[config.mk]
export PLATFORM = sky130hd
export DESIGN_NAME = round_key_store_ctrl
export DESIGN_NICKNAME = d
export VERILOG_FILES = /design/src/rtl/round_key_store_ctrl.sv
export SDC_FILE = /design/constraint.sdc
export NUM_CORES = 2
export LEC_CHECK = 0
export BUFFER_PORTS_ARGS = -buffer_cell sky130_fd_sc_hd__buf_2
export CAP_MARGIN = 20
export CORE_ASPECT_RATIO = 1.75
export CORE_MARGIN = 2
export CORE_UTILIZATION = 40
export CTS_BUF_LIST = sky130_fd_sc_hd__clkbuf_8
export DETAILED_ROUTE_END_ITERATION = 8
export SLEW_MARGIN = 25
export SYNTH_ARGS = -nofsm -noshare
export SYNTH_HDL_FRONTEND = slang
export SYNTH_SLANG_ARGS = --single-unit
export TNS_END_PERCENT = 30
[constraint.sdc]
create_clock -name clk -period 22.8 [get_ports clk]
set_clock_uncertainty 0.1 [all_clocks]
set_input_delay 3.42 -clock clk [delete_from_list [all_inputs] [get_ports clk]]
set_output_delay 3.42 -clock clk [all_outputs]
set_load 0.01 [all_outputs]
[src/rtl/round_key_store_ctrl.sv]
// Round-key store controller: runs one AES-256 key schedule, captures its
// round keys and serves indexed reads to the encrypt and decrypt cores.
module round_key_store_ctrl #(
    parameter int NUM_RK       = 15,
    parameter int LOAD_TIMEOUT = 64
) (
    input  logic         clk,
    input  logic         rst,
    input  logic         key_in_valid,
    output logic         key_in_ready,
    input  logic [0:255] key_in,
    output logic         sched_start,
    output logic [0:255] sched_key,
    input  logic         sched_valid,
    input  logic [0:127] sched_rk,
    output logic         keys_ready,
    output logic         sched_error,
    input  logic         enc_req,
    input  logic [3:0]   enc_idx,
    output logic         enc_gnt,
    input  logic         dec_req,
    input  logic [3:0]   dec_idx,
    output logic         dec_gnt,
    output logic         rk_valid,
    output logic         rk_owner,
    output logic [0:127] rk_out,
    output logic         rk_idx_err
);

    // Handshakes: key_in transfers on key_in_valid & key_in_ready. Read
    // requests are held high until the matching combinational grant; data
    // follows one cycle after the grant with rk_valid high for one cycle.

    typedef enum logic [2:0] {
        ST_EMPTY,
        ST_START,
        ST_LOAD,
        ST_DRAIN,
        ST_READY
    } state_t;

    localparam int CW = $clog2(NUM_RK + 1);
    localparam int TW = $clog2(LOAD_TIMEOUT);
    localparam logic [CW-1:0] CNT_LAST = CW'(NUM_RK - 1);
    localparam logic [TW-1:0] TMO_LAST = TW'(LOAD_TIMEOUT - 1);
    localparam logic [TW-1:0] DRAIN_LAST = TW'(1);
    localparam logic [3:0]    IDX_MAX = 4'(NUM_RK - 1);

    state_t         state_q, state_d;
    logic [CW-1:0]  cnt_q, cnt_d;
    logic [TW-1:0]  tmo_q, tmo_d;
    logic           ptr_q, ptr_d;
    logic [0:255]   key_q, key_d;
    logic           err_q, err_d;
    logic           rdv_q, rdv_d;
    logic           own_q, own_d;
    logic [0:127]   out_q, out_d;
    logic           ierr_q, ierr_d;
    logic [0:127]   store_q [NUM_RK];

    logic           accept;
    logic           arb_en;
    logic           wr_en;
    logic [3:0]     rd_idx;
    logic [3:0]     rd_addr;
    logic           rd_bad;
    logic [0:127]   rd_data;

    assign key_in_ready = (state_q == ST_EMPTY) || (state_q == ST_READY);
    assign accept       = key_in_valid && key_in_ready;
    assign sched_start  = (state_q == ST_START);
    assign keys_ready   = (state_q == ST_READY);
    assign sched_key    = key_q;
    assign sched_error  = err_q;

    // A key accepted in READY takes priority; no read is granted that cycle.
    assign arb_en  = (state_q == ST_READY) && !accept;
    assign enc_gnt = arb_en && enc_req && (!dec_req || ptr_q);
    assign dec_gnt = arb_en && dec_req && (!enc_req || !ptr_q);

    // Decrypt indices count down from the last round key.
    assign rd_idx  = enc_gnt ? enc_idx : dec_idx;
    assign rd_bad  = (rd_idx > IDX_MAX);
    assign rd_addr = enc_gnt ? enc_idx : (IDX_MAX - dec_idx);

    always_comb begin
        rd_data = '0;
        if (!rd_bad) begin
            rd_data = store_q[rd_addr];
        end
    end

    always_comb begin
        state_d = state_q;
        cnt_d   = cnt_q;
        tmo_d   = tmo_q;
        key_d   = key_q;
        err_d   = err_q;
        wr_en   = 1'b0;
        case (state_q)
            ST_EMPTY, ST_READY: begin
                if (accept) begin
                    state_d = ST_START;
                    key_d   = key_in;
                    err_d   = 1'b0;
                end
            end
            ST_START: begin
                cnt_d   = '0;
                tmo_d   = '0;
                state_d = ST_LOAD;
            end
            ST_LOAD: begin
                if (sched_valid) begin
                    wr_en = 1'b1;
                    cnt_d = cnt_q + 1'b1;
                end
                if (sched_valid && (cnt_q == CNT_LAST)) begin
                    state_d = ST_DRAIN;
                    tmo_d   = '0;
                end else if (tmo_q == TMO_LAST) begin
                    state_d = ST_EMPTY;
                    err_d   = 1'b1;
                end else begin
                    tmo_d = tmo_q + 1'b1;
                end
            end
            ST_DRAIN: begin
                // Two cycles for the scheduler to settle back to idle.
                if (tmo_q == DRAIN_LAST) begin
                    state_d = ST_READY;
                end else begin
                    tmo_d = tmo_q + 1'b1;
                end
            end
            default: state_d = ST_EMPTY;
        endcase
    end

    always_comb begin
        rdv_d  = enc_gnt || dec_gnt;
        own_d  = own_q;
        out_d  = out_q;
        ierr_d = 1'b0;
        ptr_d  = ptr_q;
        if (enc_gnt || dec_gnt) begin
            own_d  = dec_gnt;
            out_d  = rd_data;
            ierr_d = rd_bad;
            ptr_d  = dec_gnt;
        end
    end

    always_ff @(posedge clk) begin
        if (rst) begin
            state_q <= ST_EMPTY;
            cnt_q   <= '0;
            tmo_q   <= '0;
            ptr_q   <= 1'b1;
            key_q   <= '0;
            err_q   <= 1'b0;
            rdv_q   <= 1'b0;
            own_q   <= 1'b0;
            out_q   <= '0;
            ierr_q  <= 1'b0;
        end else begin
            state_q <= state_d;
            cnt_q   <= cnt_d;
            tmo_q   <= tmo_d;
            ptr_q   <= ptr_d;
            key_q   <= key_d;
            err_q   <= err_d;
            rdv_q   <= rdv_d;
            own_q   <= own_d;
            out_q   <= out_d;
            ierr_q  <= ierr_d;
        end
    end

    always_ff @(posedge clk) begin
        if (wr_en) begin
            store_q[cnt_q] <= sched_rk;
        end
    end

    assign rk_valid   = rdv_q;
    assign rk_owner   = own_q;
    assign rk_out     = out_q;
    assign rk_idx_err = ierr_q;

endmodule

==> impl_table.tex <==
\begin{tabular}{lr}
\hline
Metric & Value \\
\hline
\multicolumn{2}{l}{\textbf{Run status}} \\
\quad Status & complete, no violations \\
\multicolumn{2}{l}{\textbf{STA}} \\
\quad Fin crit period & 9060 ps \\
\quad Sum Neg Setup Slack & 0 ps \\
\quad Max Slew Vio Count & 0 \\
\quad Max\_slew headroom & 0.251 \\
\quad Post-route clock period utilization & 0.398 \\
\quad Final Hold Slack & 347 ps \\
\quad Maximum frequency from static timing analysis & 0.110 GHz \\
\quad Transition time of the tightest slew-check pin & 1120 ps \\
\quad Setup-violating endpoint count in the final report & 0 \\
\quad Hold violation total from the final report & 0 \\
\quad Unrepaired setup endpoints after global routing & no \\
\multicolumn{2}{l}{\textbf{Setup path}} \\
\quad Peak per-stage delay on the critical path & 850 ps \\
\quad Worst Setup End Kind & output pin \\
\quad Critical path start-end classification & primary input to output pin \\
\quad Cell with the biggest individual delay on the critical path & sky130\_fd\_sc\_hd\_\_nor4b\_4 \\
\quad Critical path launch point type & primary input \\
\quad Arrival time of the worst setup path & 5540 ps \\
\quad Most common cell on crit path & sky130\_fd\_sc\_hd\_\_buf\_2 \\
\quad Count of buffering cells on the critical path with inverters included & 3 \\
\quad Critical path's top delay family & simple AND/OR/NAND/NOR gates \\
\quad Register-to-register setup slack & 16210 ps \\
\quad Count of cells along the worst register-to-register path & 11 \\
\quad Ordered list of cells on the worst path & buf\_2 > nor4b\_4 > nand3\_4 > clkinv\_8 > buf\_2 \\
\quad Startpoint of the most critical register-to-register path & state\_q[2]\$\_SDFFE\_PP0P\_ \\
\quad Largest driver fanout on the critical path & 101 \\
\quad Req. time, crit path & 19280 ps \\
\quad Worst reg2reg path endpoint & rk\_out[106]\$\_SDFFE\_PP0N\_ \\
\multicolumn{2}{l}{\textbf{Global routing}} \\
\quad Overflow left after global routing & 0 \\
\quad Global-route wire length before repair & 484000 um \\
\quad Pin count of the biggest net entering global routing & 202 \\
\quad Antenna violations before repair & 100 \\
\quad Via count of the first global-routing pass & 69700 \\
\quad Total routing resource utilization after global routing & 0.276 \\
\multicolumn{2}{l}{\textbf{Synth}} \\
\quad Dominant synthesized flop cell & sky130\_fd\_sc\_hd\_\_edfxtp\_1 \\
\quad Synth area leader & sky130\_fd\_sc\_hd\_\_edfxtp\_1 \\
\quad Yosys Warn Count & 0 \\
\quad Combined area of all synthesized cells & 0.0949 mm2 \\
\quad Fraction of post-synthesis cell area in the top cell type by area & 0.607 \\
\quad Sequential cell area fraction in the yosys report & 0.692 \\
\quad Largest cells by area after synthesis & sky130\_fd\_sc\_hd\_\_edfxtp\_1, sky130\_fd\_sc\_hd\_\_dfxtp\_1, sky130\_fd\_sc\_hd\_\_nand2\_1 \\
\quad Avg Cell Area, Syn & 11.9 um2 \\
\quad FFs w/ async S/R, synth & 0 \\
\quad Synthesized netlist net count & 8369 \\
\quad Seq cells post-synth & 2322 \\
\quad EDFF count, synth & 1920 \\
\quad Library cells used by synthesis & 65 \\
\quad Syn Inst Count & 7964 \\
\multicolumn{2}{l}{\textbf{Power}} \\
\quad Static leakage power & 38.8 nW \\
\quad Worst supply voltage drop on vdd & 40.6 uV \\
\quad Power density over the cells & 84.8 mW/mm2 \\
\quad Final total power & 9.22 mW \\
\multicolumn{2}{l}{\textbf{Final layout}} \\
\quad Top library cells by usage in the layout, fill and taps aside & sky130\_fd\_sc\_hd\_\_nand2\_1, sky130\_fd\_sc\_hd\_\_edfxtp\_1, sky130\_fd\_sc\_hd\_\_a21oi\_1 \\
\quad Final Cell Area & 0.109 mm2 \\
\quad Fillcell total & 21100 \\
\quad Relative area change from synthesis to final layout & 14.5\% \\
\quad Number of nets in the layout & 8999 \\
\quad Share of final-layout standard cells stronger than drive strength 1 & 0.169 \\
\quad Commonest non-fill, non-tap cell in the layout & sky130\_fd\_sc\_hd\_\_nand2\_1 \\
\multicolumn{2}{l}{\textbf{Placed design}} \\
\quad Final HPWL DP & 194000 um \\
\quad Total of buffers placed on input and output ports & 790 \\
\quad Cell Area, Placed & 0.102 mm2 \\
\quad Routability cong. & 0.914 \\
\multicolumn{2}{l}{\textbf{Die}} \\
\quad Number of cell rows & 236 \\
\quad Horizontal extent of the die & 372 um \\
\quad IO Pins & 791 \\
\quad Core area & 0.236 mm2 \\
\quad Starting utilization of the core area & 0.402 \\
\quad Die outline area & 0.241 mm2 \\
\quad Vertical die dimension & 648 um \\
\multicolumn{2}{l}{\textbf{Routing}} \\
\quad Number of DRC markers in iteration 0 & 7794 \\
\quad First drt pass iteration count & 9 \\
\quad Vias per inst & 5.93 \\
\quad Total DRC errors in the routed layout & 0 \\
\quad Drt wl/cell & 28.4 um \\
\quad Post-route ant nets & 0 \\
\quad Detailed-route wire length & 342000 um \\
\quad Total via count after detailed routing & 71300 \\
\multicolumn{2}{l}{\textbf{Min path}} \\
\quad Hold endpoint & rk\_out[16]\$\_SDFFE\_PP0N\_ \\
\quad Startpoint of the most critical hold path & rk\_out[16]\$\_SDFFE\_PP0N\_ \\
\quad Hold path cells & 2 \\
\quad Class of the tightest hold or removal check & flip-flop to flip-flop \\
\multicolumn{2}{l}{\textbf{Clock tree}} \\
\quad Library cell used as clock root buffer & sky130\_fd\_sc\_hd\_\_clkbuf\_8 \\
\quad Clock Tree Buf Depth & 4 \\
\quad Clock slew at reported path FFs & 70 ps \\
\quad Worst-Skew Late Latency & 990 ps \\
\quad Number of cells upsized or downsized after cts & 0 \\
\quad Max H-tree Level & 5 \\
\quad TritonCTS buffer count & 347 \\
\quad \# Post-CTS Setup Buffers & 0 \\
\quad TritonCTS clock tree & built \\
\quad Clock sink count & 2322 \\
\quad Number of buffers inserted by hold repair at cts & 0 \\
\multicolumn{2}{l}{\textbf{Flow run}} \\
\quad Max-cap violation count & 0 \\
\hline
\end{tabular}
layout make-up:
class | instances | area [um2] | share of cell area
Antenna cell | 53 | 133 | 0.00122
Clock buffer | 402 | 5530 | 0.0509
Clock inverter | 230 | 1320 | 0.0121
Inverter | 10 | 51.3 | 0.000472
Multi-Input combinational cell | 5006 | 26900 | 0.247
Sequential cell | 2322 | 65700 | 0.605
Tap cell | 3094 | 3870 | 0.0356
Timing Repair Buffer | 907 | 5180 | 0.0476
cell families after synthesis:
kind of cell,after synthesis,synth area share
AND/OR/NAND/NOR,2806,0.125
XOR/XNOR,11,0.00102
buffers and inverters,636,0.0280
flip-flops,2322,0.692
AO/OA/AOI/OAI,1938,0.119
adder cells (fa/ha/maj),7,0.000923
multiplexers,244,0.0343
power by group:
| group | switching (mW) | leakage (nW) | internal, mW |
|---|---|---|---|
| sequential | 0.0662 | 20.5 | 4.68 |
| combinational | 0.775 | 14.3 | 0.287 |
| clock | 1.66 | 3.97 | 1.75 |
through the flow:
step           setup WS (ps)   util  instances
5_1_grt                13680  0.460      12000
3_3_place_gp           12890  0.430      11300
3_5_place_dp           12750  0.431      11300
2_1_floorplan           9390      -       7964
6_report               13740  0.461      12000
4_1_cts                13790  0.460      12000
worst max-delay path by stage:
stage | from | end | slack (ps) | cells past startpoint
global route | key_in_valid | enc_gnt | 13680 | 5
CTS | key_in_valid | enc_gnt | 13790 | 5
finish | key_in_valid | enc_gnt | 13740 | 5
detailed placement | key_in_valid | rk_out[106]$_SDFFE_PP0N_ | 12750 | 12
global placement | key_in_valid | rk_out[79]$_SDFFE_PP0N_ | 12890 | 12
floorplan | sched_valid | store_q[3][0]$_DFFE_PP_ | 9390 | 4
sequential cells by signal (all words and copies together) (netlist names):
register,cells
cnt_q,4
ptr_q,1
rk_idx_err,1
rk_out,128
rk_owner,1
rk_valid,1
sched_error,1
sched_key,256
state_q,3
store_q,1920
tmo_q,6
tightest hold or removal path: cells and delay by family, from the launching register on:
| kind | cells | cell delay, ps |
|---|---|---|
| flip-flops | 1 | 310 |
| AND/OR/NAND/NOR | 1 | 50 |
| AO/OA/AOI/OAI | 1 | 50 |
layer usage:
| metal | vias to the layer above | routed length, um | share of wire | GRT usage |
|---|---|---|---|---|
| met5 | - | 425 | 0.0012 | 0 |
| li1 | 30700 | - | - | - |
| met4 | 68 | 23300 | 0.068 | 0.178 |
| met1 | 35700 | 120000 | 0.35 | 0.309 |
| met2 | 3863 | 165000 | 0.48 | 0.457 |
| met3 | 972 | 33200 | 0.097 | 0.0809 |
Yosys cell counts, types with 22 or more instances:
| cell type | instances |
|---|---|
| sky130_fd_sc_hd__a211oi_1 | 130 |
| sky130_fd_sc_hd__a21oi_1 | 1043 |
| sky130_fd_sc_hd__a221oi_1 | 63 |
| sky130_fd_sc_hd__a311oi_1 | 22 |
| sky130_fd_sc_hd__a31oi_1 | 133 |
| sky130_fd_sc_hd__and3_1 | 65 |
| sky130_fd_sc_hd__buf_1 | 42 |
| sky130_fd_sc_hd__buf_2 | 123 |
| sky130_fd_sc_hd__clkbuf_1 | 440 |
| sky130_fd_sc_hd__dfxtp_1 | 402 |
| sky130_fd_sc_hd__edfxtp_1 | 1920 |
| sky130_fd_sc_hd__mux2i_1 | 178 |
| sky130_fd_sc_hd__mux4_2 | 65 |
| sky130_fd_sc_hd__nand2_1 | 2014 |
| sky130_fd_sc_hd__nand3_1 | 475 |
| sky130_fd_sc_hd__nor2_1 | 54 |
| sky130_fd_sc_hd__nor3_1 | 58 |
| sky130_fd_sc_hd__nor3b_1 | 44 |
| sky130_fd_sc_hd__o211ai_1 | 107 |
| sky130_fd_sc_hd__o21ai_0 | 222 |
| sky130_fd_sc_hd__o21ai_1 | 92 |
| sky130_fd_sc_hd__o221ai_1 | 65 |
| sky130_fd_sc_hd__or3_1 | 63 |
No activity file was read; power rests on OpenSTA's default activity.
